[src/rtl/ped_sched_pkg.sv]
// rtl/ped_sched_pkg.sv - shared state codes and helpers for the pedestrian request scheduler
package ped_sched_pkg;

    typedef enum logic [2:0] {
        ST_IDLE      = 3'd0,
        ST_ISSUE     = 3'd1,
        ST_WAIT_WALK = 3'd2,
        ST_WALK      = 3'd3,
        ST_COOLDOWN  = 3'd4
    } sched_state_t;

    localparam int ISSUE_COUNT_MAX = 255;

    function automatic logic [7:0] sat_inc8(input logic [7:0] v);
        return (v == 8'(ISSUE_COUNT_MAX)) ? v : v + 8'd1;
    endfunction

endpackage

[src/rtl/button_debouncer.sv]
// rtl/button_debouncer.sv - two-flop synchroniser, debounce counter and one-cycle press pulse
module button_debouncer #(
    parameter int DEBOUNCE_CYCLES = 4
) (
    input  logic clk,
    input  logic reset,
    input  logic button_raw,
    output logic press
);
    localparam int CW = $clog2(DEBOUNCE_CYCLES + 1);

    logic          sync1;
    logic          sync2;
    logic          level;
    logic [CW-1:0] cnt;

    always_ff @(posedge clk or posedge reset) begin
        if (reset) begin
            sync1 <= 1'b0;
            sync2 <= 1'b0;
            level <= 1'b0;
            cnt   <= '0;
            press <= 1'b0;
        end else begin
            sync1 <= button_raw;
            sync2 <= sync1;
            press <= 1'b0;
            // Any sample agreeing with the accepted level restarts the count.
            if (sync2 == level) begin
                cnt <= '0;
            end else if (cnt == CW'(DEBOUNCE_CYCLES - 1)) begin
                cnt   <= '0;
                level <= sync2;
                press <= sync2;
            end else begin
                cnt <= cnt + 1'b1;
            end
        end
    end

endmodule

[src/rtl/ped_request_scheduler.sv]
// rtl/ped_request_scheduler.sv - arbitrates crosswalk buttons into pedestrian requests for the controller
module ped_request_scheduler
    import ped_sched_pkg::*;
#(
    parameter int NUM_BUTTONS     = 4,
    parameter int DEBOUNCE_CYCLES = 4,
    parameter int COOLDOWN_CYCLES = 20,
    parameter int REQ_TIMEOUT     = 64
) (
    input  logic                   clk,
    input  logic                   reset,
    input  logic [NUM_BUTTONS-1:0] button_raw,
    input  logic                   ped_walk,
    input  logic                   enable,
    output logic                   pedestrian_request,
    output logic [NUM_BUTTONS-1:0] wait_lamp,
    output logic [NUM_BUTTONS-1:0] served_mask,
    output logic [2:0]             sched_state,
    output logic [7:0]             issue_count,
    output logic                   walk_timeout
);
    localparam int TW  = $clog2(REQ_TIMEOUT);
    localparam int CDW = $clog2(COOLDOWN_CYCLES + 1);

    logic [NUM_BUTTONS-1:0] press;
    logic [NUM_BUTTONS-1:0] pending;
    logic [TW-1:0]          to_cnt;
    logic [CDW-1:0]         cd_cnt;
    sched_state_t           state;
    logic                   walk_entry;

    for (genvar i = 0; i < NUM_BUTTONS; i++) begin : g_btn
        button_debouncer #(
            .DEBOUNCE_CYCLES(DEBOUNCE_CYCLES)
        ) u_db (
            .clk       (clk),
            .reset     (reset),
            .button_raw(button_raw[i]),
            .press     (press[i])
        );
    end

    assign walk_entry  = (state == ST_WAIT_WALK) && ped_walk;
    assign wait_lamp   = pending;
    assign sched_state = state;

    always_ff @(posedge clk or posedge reset) begin
        if (reset) begin
            state              <= ST_IDLE;
            pending            <= '0;
            served_mask        <= '0;
            to_cnt             <= '0;
            cd_cnt             <= '0;
            issue_count        <= 8'd0;
            pedestrian_request <= 1'b0;
            walk_timeout       <= 1'b0;
        end else begin
            pedestrian_request <= 1'b0;
            walk_timeout       <= 1'b0;

            // WALK entry clears everything; presses while walking are already served.
            if (walk_entry) begin
                pending <= '0;
            end else if (state != ST_WALK) begin
                pending <= pending | press;
            end

            case (state)
                ST_IDLE: begin
                    if (enable && |pending) begin
                        state              <= ST_ISSUE;
                        pedestrian_request <= 1'b1;
                        issue_count        <= sat_inc8(issue_count);
                    end
                end
                ST_ISSUE: begin
                    state  <= ST_WAIT_WALK;
                    to_cnt <= '0;
                end
                ST_WAIT_WALK: begin
                    if (ped_walk) begin
                        state       <= ST_WALK;
                        served_mask <= pending;
                    end else if (to_cnt == TW'(REQ_TIMEOUT - 1)) begin
                        state              <= ST_ISSUE;
                        walk_timeout       <= 1'b1;
                        pedestrian_request <= 1'b1;
                        issue_count        <= sat_inc8(issue_count);
                    end else begin
                        to_cnt <= to_cnt + 1'b1;
                    end
                end
                ST_WALK: begin
                    if (!ped_walk) begin
                        state  <= ST_COOLDOWN;
                        cd_cnt <= '0;
                    end
                end
                ST_COOLDOWN: begin
                    if (cd_cnt == CDW'(COOLDOWN_CYCLES - 1)) begin
                        state <= ST_IDLE;
                    end else begin
                        cd_cnt <= cd_cnt + 1'b1;
                    end
                end
                default: state <= ST_IDLE;
            endcase
        end
    end

endmodule

[config.mk]
export PLATFORM = sky130hd
export DESIGN_NAME = ped_request_scheduler
export DESIGN_NICKNAME = d
export VERILOG_FILES = /design/src/rtl/ped_sched_pkg.sv /design/src/rtl/button_debouncer.sv /design/src/rtl/ped_request_scheduler.sv
export SDC_FILE = /design/constraint.sdc
export NUM_CORES = 1
export LEC_CHECK = 0
export ABC_AREA = 1
export CORE_MARGIN = 3
export CORE_UTILIZATION = 35
export CTS_BUF_LIST = sky130_fd_sc_hd__clkbuf_4 sky130_fd_sc_hd__clkbuf_8
export DETAILED_ROUTE_END_ITERATION = 10
export HOLD_SLACK_MARGIN = 0.05
export PLACE_DENSITY_LB_ADDON = 0.1
export SETUP_SLACK_MARGIN = 0.15
export SLEW_MARGIN = 20
export SYNTH_ARGS = -nofsm -noshare
export SYNTH_HDL_FRONTEND = slang
export SYNTH_SLANG_ARGS = --single-unit
[constraint.sdc]
create_clock -name clk -period 2.16 [get_ports clk]
set_clock_uncertainty 0.05 [all_clocks]
set_input_delay 0.432 -clock clk [delete_from_list [all_inputs] [get_ports clk]]
set_output_delay 0.432 -clock clk [all_outputs]
set_load 0.01 [all_outputs]
-- Word level (Yosys, flattened, before mapping)
Index checks and enable logic that the tools add are counted.
- bitwise logic cells: 5
- reduce and logical (&&, ||, !) cells: 17
- muxes and demuxes: 40
- add/sub/neg operators: 7
- equal/unequal tests: 24
- operators with widths (cell ; count):
    $mux 3 ; 13
    $mux 8 ; 4
    $eq 3x2->1 const B ; 6
    $pmux 8 s2 ; 1
    $pmux 3 s5 ; 1
    $add 3x1->3 const B ; 4
    $mux 1 ; 12
    $mux 6 ; 2
    $ne 2x2->1 const B ; 6
    $pmux 6 s2 ; 1
    $mux 5 ; 2
    $pmux 5 s2 ; 1
    $reduce_and 2->1 ; 5
    $add 8x1->8 const B ; 1
    $eq 8x8->1 const B ; 1
    $mux 4 ; 2
    $reduce_and 4->1 ; 2
    $reduce_bool 2->1 ; 4
    $add 6x1->6 const B ; 1
    $eq 6x6->1 const B ; 1
    $ne 3x2->1 const B ; 2
    $reduce_and 3->1 ; 2
    $add 5x1->5 const B ; 1
    $eq 5x5->1 const B ; 1
    other kinds (10) ; 17
- word-level logic and storage cells: 121
- input port bits: 8
- register bits after elaboration: 60
- output and inout port bits: 21

-- Longest topological paths before layout
Gate-level depths: netlist of the first run.
- depth after elaboration: 5
- mapped depth: 9
- depth with buffers taken out: 9

-- Hierarchy
A second synthesis of the first run with hierarchy kept.
- cell total of the unflattened synthesis: 332
- area, all modules: 2800.2 µm²
- modules (own cells, without submodules) (module ; area an instance (µm²) ; cells an instance ; times used ; sequential area each (µm²)):
    ped_request_scheduler ; 1724.2 ; 220 ; 1 ; 800.8
    button_debouncer ; 269.0 ; 28 ; 4 ; 175.2

-- Worst setup path before layout of the first run
Ideal clock, no wire load.
- path type: flip-flop to flip-flop
- start: register issue_count[0]
- end: register issue_count[3]
- period minus slack after synthesis: 1.439 ns
- library setup time: 0.117 ns
- path buffers: 0
- stages on the path, launching flop included: 8
- path slack: 0.721 ns
- data arrival time: 1.272 ns
- data required time: 1.993 ns
- path through: dfrtp_1 ha_1 nand2_1 nor2_1 a21oi_1 nand4_4 nand2_1 nand2_1
- word-level cells in the longest chain between the ends: 5
- elaborated cells on any way between the ends: 7
- those cells by class: add/sub: 1; eq/ne: 1; mux: 5
- ends and longest elaborated chain (element ; line ; text):
    from (decl) ; ped_request_scheduler.sv:19 ; output logic [7:0] issue_count,
    from (signal assigned) ; ped_request_scheduler.sv:73 ; issue_count <= sat_inc8(issue_count);
    from (signal assigned) ; ped_request_scheduler.sv:88 ; issue_count <= sat_inc8(issue_count);
    $add 8x1->8 / $eq 8x8->1 (equally long branches) ; ped_sched_pkg.sv:15 ; return (v == 8'(ISSUE_COUNT_MAX)) ? v : v + 8'd1;
    $mux 8 (*) ; ped_sched_pkg.sv:15 ;
    $mux 8 ; ped_request_scheduler.sv:84 ; end else if (to_cnt == TW'(REQ_TIMEOUT - 1)) begin
    $mux 8 ; ped_request_scheduler.sv:81 ; if (ped_walk) begin
    $pmux 8 s2 (*) ; ped_request_scheduler.sv:68 ; case (state)
Every way passes the cells marked *; elsewhere a longest branch is shown, timed or not. The select of a mux whose other input is x is not followed.
A chain may end at the register's enable or synchronous reset.

-- Worst setup path after layout of the first run
- start: register state[0] (netlist: sched_state[0])
- end: output port sched_state[0]
- RTL lines (element ; line ; text):
    from (decl) ; ped_request_scheduler.sv:29 ; sched_state_t state;
    from (signal assigned) ; ped_request_scheduler.sv:49 ; state <= ST_IDLE;
    from (signal assigned) ; ped_request_scheduler.sv:71 ; state <= ST_ISSUE;
    from (signal assigned) ; ped_request_scheduler.sv:77 ; state <= ST_WAIT_WALK;
    to (decl) ; ped_request_scheduler.sv:18 ; output logic [2:0] sched_state,
No word-level cell between the ends.

==> flow_summary.ini, run 1 <==
[outcome]
status = completed

[power]
power_density_nw_per_um2 = 1248
ir_drop_uv = 508.9
total_power_mw = 4.114
p_leak_nw = 1.606

[synthesis]
synth-edff-count = 0
synth_area_um2 = 2655
synthCells = 294
yosysTopAreaCell = dfrtp_1
synth_seq_area_share_pct = 56.55
netlist.area_leader.share_pct = 56.55
yosysUniqueCellTypes = 26
synthArstFlopShare_pct = 100.0
synth_nets = 309
netlist_top_cells_area = dfrtp_1, nand2_1, nor2_1, inv_1, nand3_1
ys.flop_type = dfrtp_1
yosys_warnings = 0
ys_ff_latch = 60
synth_area_per_cell_um2 = 9.031

[worst_setup_path]
rr_startpoint = to_cnt[0]$_DFFE_PP0P_
crit_slowest_cell = clkdlybuf4s50_1
rrSetupSlack_ns = 0.59
crit_fanout = 7
crit_arrival_ns = 1.41
start_kind = register
cp_slowest_stage_delay_ns = 0.59
regToRegEndpoint = issue_count[4]$_DFFE_PP0P_
path_cells = clkdlybuf4s50_1
crit_buf_inv = 1
r2r_cells = 9
endpoint_kind = primary output
path_class = register to primary output
crit_required_ns = 1.68
path_delay_family = buffers and inverters

[final_layout]
fillers = 745
syn_to_final_growth_pct = 24.13
nets = 349
antennaDiodeCount = 0
drive_gt1_share_pct = 11.21

[global_route]
antenna_found_initial = 0
grt_pass1_vias = 1843
grt_pass1_wl_um = 8645
grt_usage_pct = 12.87
grt_start_max_net_pins = 26
overflow = 0

[clock_tree]
cts_resized = 0
clock-sinks = 60
cts_setup_buffers = 0
path_clk_slew_ns = 0.07
cts_max_level = 3
clock_path_buffers = 2
numCtsBuffers = 9
ctsHoldBuffers = 0
cts_tree = done
cts_root_buf = clkbuf_8
clk_latency_ns = 0.35

[floorplan]
start_util_pct = 36.41
dieArea_um2 = 8667
io_pins = 29
core_um2 = 7292
die_y_um = 93.10
rows = 31
fp.dieW_um = 93.10

[job]
max_cap_violations = 0

[sta]
report.final.hold_viol_count = 0
drv_slew = 0
max-slew-margin-rel_pct = 74.35
rsz0062_at_grt = no
layout_min_cycle_time_ns = 1.897
max_freq_ghz = 0.5272
setup-tns-final_ns = 0
worst_slew_pin_slew_ns = 0.3842
finalCritPeriodShare_pct = 87.82
setup_violations = 0

[place]
port_buffers = 28
place_congestion = 0.7666
hpwlAfterDp_um = 3469

[routing]
via_per_inst = 4.454
first_pass_iters = 4
vias = 1951
ant_nets = 0
drtIter0Drc = 92
wirelength_um = 4863
wire_per_inst_um = 11.10
drc = 0

[min_path]
min_to = g_btn[2].u_db.sync2$_DFF_PP0_
worstHoldStart = g_btn[2].u_db.sync1$_DFF_PP0_
hp-class = register to register
holdPathStages = 0
[logic make-up (layout without fill, tap and decap cells)]
| kind of cell | Yosys count | in the layout | synth area share, % |
|---|---|---|---|
| DFF | 60 | 60 | 56.55 |
| AOI/OAI and AO/OA | 23 | 23 | 4.807 |
| adders and majority gates | 7 | 7 | 3.299 |
| xor gates and xnor gates | 10 | 10 | 3.299 |
| and+or+nand+nor | 164 | 164 | 27.76 |
| buffers and inverters | 30 | 75 | 4.288 |
[metrics by stage]
| stage | instances | utilization (%) | area (um2) | hold WS (ns) | worst slack [ns] |
|---|---|---|---|---|---|
| floorplan | 294 | - | 2655 | 0.2812 | 0.1933 |
| global placement | 422 | 42.43 | 3094 | 0.2827 | 0.4108 |
| detailed placement | 422 | 42.43 | 3094 | 0.2847 | 0.3651 |
| CTS | 438 | 45.20 | 3296 | 0.3003 | 0.2318 |
| global route | 438 | 45.20 | 3296 | 0.3090 | 0.2034 |
| finish | 438 | 45.20 | 3296 | 0.2967 | 0.2632 |
[how the worst max path moves through the flow]
stage / start / endpoint / cells after the start
after global placement: ped_walk / cd_cnt[4]$_DFFE_PP0P_ / 5
after detailed placement: ped_walk / cd_cnt[4]$_DFFE_PP0P_ / 5
after CTS: sched_state[0]$_DFFE_PP0P_ / sched_state[0] / 1
after floorplan: reset / cd_cnt[0]$_DFFE_PP0P_ / 1
after global routing: sched_state[0]$_DFFE_PP0P_ / sched_state[0] / 1
final: sched_state[0]$_DFFE_PP0P_ / sched_state[0] / 1
[flip-flops by register name (all words and copies together), names as in the netlist]
signal,cells
cd_cnt,5
g_btn.u_db.cnt,12
g_btn.u_db.level,4
g_btn.u_db.press,4
g_btn.u_db.sync1,4
g_btn.u_db.sync2,4
issue_count,8
pedestrian_request,1
sched_state,3
served_mask,4
to_cnt,6
wait_lamp,4
walk_timeout,1
[layout make-up]
class / instances / area, um2 / area share (%)
Clock buffer: 10 / 137.6 / 4.176
Clock inverter: 6 / 63.81 / 1.936
Inverter: 29 / 108.9 / 3.303
Multi-Input combinational cell: 204 / 1040 / 31.55
Sequential cell: 60 / 1501 / 45.56
Tap cell: 99 / 123.9 / 3.759
Timing Repair Buffer: 30 / 320.3 / 9.719
[where the power goes]
| group | internal (mW) | switching [mW] | total (mW) |
|---|---|---|---|
| combinational | 0.621 | 0.807 | 1.43 |
| clock | 0.561 | 0.458 | 1.02 |
| sequential | 1.40 | 0.261 | 1.67 |
[placed cells by master, fill, tap and decap left out, drive strengths merged]
master         Yosys  layout
ha                 7       7
inv               29      29
o21ai             12      12
nand4              4       4
nand3             19      19
a21boi             1       1
buf                1       2
nand2             96      96
a31oi              2       2
a31o               1       1
clkbuf             0      10
nand3b             3       3
xor2               5       5
nor3               6       6
nor3b              1       1
clkinvlp           0       2
nor2              35      35
clkinv             0       3
bufinv             0       1
a21oi              7       7
xnor2              5       5
dfrtp             60      60
clkdlybuf4s50      0      28
[synth_stat cells (3+ instances only)]
| master | n |
|---|---|
| nand4_1 | 3 |
| inv_2 | 3 |
| nor2_1 | 32 |
| o21ai_1 | 4 |
| nand3b_1 | 3 |
| dfrtp_1 | 60 |
| nor3_1 | 5 |
| nand2_2 | 7 |
| nand2_1 | 87 |
| xor2_1 | 5 |
| nand3_1 | 19 |
| xnor2_1 | 5 |
| inv_1 | 26 |
| o21ai_0 | 8 |
| a21oi_1 | 7 |
| ha_1 | 7 |
[per-layer routing]
metal / share of wire, % / track usage (%)
met1: 50 / 17.42
met2: 43 / 18.30
met3: 3.9 / 3.781
met4: 2.7 / 7.326
met5: 0 / 0
(Power assumes the default switching activity.)
==> inputs of run 2 (changes only) <==
--- a/config.mk
+++ b/config.mk
@@ -9,6 +9,7 @@
 export CORE_MARGIN = 3
 export CORE_UTILIZATION = 35
 export CTS_BUF_LIST = sky130_fd_sc_hd__clkbuf_4 sky130_fd_sc_hd__clkbuf_8
+export CTS_CLUSTER_SIZE = 30
 export DETAILED_ROUTE_END_ITERATION = 10
 export HOLD_SLACK_MARGIN = 0.05
 export PLACE_DENSITY_LB_ADDON = 0.1
==> results of run 2 <==
The final DEF is identical to that of run 1; final timing and power are the same.
==> inputs of run 3 (changes only) <==
--- a/config.mk
+++ b/config.mk
@@ -6,6 +6,7 @@
 export NUM_CORES = 1
 export LEC_CHECK = 0
 export ABC_AREA = 1
+export CORE_ASPECT_RATIO = 0.75
 export CORE_MARGIN = 3
 export CORE_UTILIZATION = 35
 export CTS_BUF_LIST = sky130_fd_sc_hd__clkbuf_4 sky130_fd_sc_hd__clkbuf_8
==> run 3 against run 2 <==
Net effect:
- critical path depth unchanged
- critical endpoint unchanged
- cell count decreased by 0.46%
- register-to-register slack about the same
- global-route usage increased by 0.10 points
- setup slack improved by 0.011 ns
- clock power increased by 15%
- highest routed layer unchanged
- utilization increased by 1.5 points
- sequential share of layout area decreased by 0.17 points
- wire length increased by 2.6%
- combinational power about the same
- first-iteration DRC count decreased by 17%
==> flow_summary.ini, run 3 (same netlist as run 1, synthesis figures left out) <==
[final_layout]
layout_commonest_cell = nand2_1
nets = 348
fillers = 704
largest_reg_flops = 12
antennaDiodeCount = 0
final_cell_mix = nand2_1, dfrtp_1, nor2_1
largest-register = g_btn.u_db.cnt
largest_registers = g_btn.u_db.cnt (12), issue_count (8), to_cnt (6)
drive_gt1_share_pct = 10.95
syn_to_final_growth_pct = 24.60

[worst_setup_path]
r2r_cells = 7
regToRegEndpoint = to_cnt[5]$_DFFE_PP0P_
crit_buf_inv = 1
crit_arrival_ns = 1.40
crit_slowest_cell = clkdlybuf4s50_1
start_kind = register
rrSetupSlack_ns = 0.58
path_cells = clkdlybuf4s50_1
path_delay_family = buffers and inverters
rr_startpoint = sched_state[0]$_DFFE_PP0P_
endpoint_kind = primary output
cp_slowest_stage_delay_ns = 0.59
path_class = register to primary output
crit_required_ns = 1.68
crit_fanout = 7

[power]
pwr-share-clk_pct = 27.4
power_density_nw_per_um2 = 1293
seqPwrFrac_pct = 39.0
switching_share_pct = 35.39
p_leak_nw = 1.621
p_sw_mw = 1.514
power_frac_comb_pct = 33.6
internal_power_mw = 2.765
ir_drop_uv = 492.1

[sta]
rsz0062_at_grt = no
report.final.hold_viol_count = 0
layout_min_cycle_time_ns = 1.886
finalCritPeriodShare_pct = 87.30
max-slew-margin-rel_pct = 79.13
max_freq_ghz = 0.5303
setup_violations = 0
whs_ns = 0.2998
setup-tns-final_ns = 0
drv_slew = 0
worst_slew_pin_slew_ns = 0.3113

[outcome]
status = completed

[global_route]
grt_usage_pct = 12.97
grt_start_max_net_pins = 61
overflow = 0
antenna_found_initial = 0
grt_pass1_vias = 1786
grt_pass1_wl_um = 8549

[place]
port_buffers = 28
place_congestion = 0.7480
hpwlAfterDp_um = 3461

[clock_tree]
cts_root_buf = clkbuf_8
ctsHoldBuffers = 0
clock_path_buffers = 2
clk_latency_ns = 0.34
numCtsBuffers = 9
cts_max_level = 3
path_clk_slew_ns = 0.06
cts_resized = 0
clock-sinks = 60
cts_setup_buffers = 0
cts_tree = done

[min_path]
min_to = g_btn[3].u_db.sync2$_DFF_PP0_
worstHoldStart = g_btn[3].u_db.sync1$_DFF_PP0_
hp-class = register to register
holdPathStages = 0

[floorplan]
fp.dieW_um = 106.6
die_y_um = 81.43
core_um2 = 7092
start_util_pct = 37.44
io_pins = 29
rows = 26
dieArea_um2 = 8678

[routing]
drc = 0
wire_per_inst_um = 11.44
wirelength_um = 4990
drtIter0Drc = 76
vias = 1933
ant_nets = 0
via_per_inst = 4.433
first_pass_iters = 4

[job]
max_cap_violations = 0
## run 3: cell count changes in the layout (fill, tap and decap cells not counted)
cell        change
clkinv_4        -1
buf_12          -1
clkbuf_8        +2
bufinv_16       +1
clkinvlp_4      -2
## run 3: through the flow
| step | std cells | util (%) | instance area [um2] | setup WS, ns | power (mW) |
|---|---|---|---|---|---|
| final | 436 | 46.65 | 3308 | 0.2742 | 4.279 |
| after global routing | 436 | 46.65 | 3308 | 0.2149 | 4.608 |
| after CTS | 436 | 46.65 | 3308 | 0.2511 | 4.353 |
| after detailed placement | 420 | 43.33 | 3073 | 0.4085 | 3.146 |
| after global placement | 420 | 43.33 | 3073 | 0.4427 | 3.129 |
| after floorplan | 294 | - | 2655 | 0.1933 | 2.575 |
## run 3: worst max-delay path by stage
stage,startpoint,end,slack [ns],cells after the start
4_1_cts,sched_state[0]$_DFFE_PP0P_,sched_state[0],0.25,1
5_1_grt,sched_state[1]$_DFFE_PP0P_,sched_state[1],0.21,1
3_5_place_dp,ped_walk,cd_cnt[4]$_DFFE_PP0P_,0.41,5
6_report,sched_state[0]$_DFFE_PP0P_,sched_state[0],0.27,1
2_1_floorplan,reset,cd_cnt[0]$_DFFE_PP0P_,0.19,1
3_3_place_gp,ped_walk,cd_cnt[4]$_DFFE_PP0P_,0.44,5
## run 3: worst reg2reg max path, cell delays in order, from the launching register on
cell and delay, ns:
dfrtp_1 0.46, nor2_2 0.18, nand2_1 0.09, inv_2 0.16, nand2_4 0.18, nand2_2 0.22, nand2_1 0.07, o21ai_1 0.09
## run 3: final cells by class
cell class | count | area, um2 | area share (%)
Clock inverter | 4 | 70.07 | 2.118
Tap cell | 98 | 122.6 | 3.707
Timing Repair Buffer | 29 | 300.3 | 9.077
Multi-Input combinational cell | 204 | 1040 | 31.43
Clock buffer | 12 | 165.2 | 4.992
Sequential cell | 60 | 1501 | 45.39
Inverter | 29 | 108.9 | 3.290
## run 3: routing by layer
metal | wire [um] | global-route usage, %
met2 | 2160 | 19.54
met1 | 2482 | 16.70
met5 | 0 | 0
met4 | 47 | 4.215
met3 | 299 | 6.049
## run 3: power by group through the flow
stage | logic [mW] | registers (mW) | clock network [mW]
after floorplan | 0.881 | 1.69 | 0
after global placement | 1.44 | 1.69 | 0
after detailed placement | 1.46 | 1.69 | 0
after CTS | 1.46 | 1.67 | 1.22
after global routing | 1.63 | 1.71 | 1.27
final | 1.44 | 1.67 | 1.17
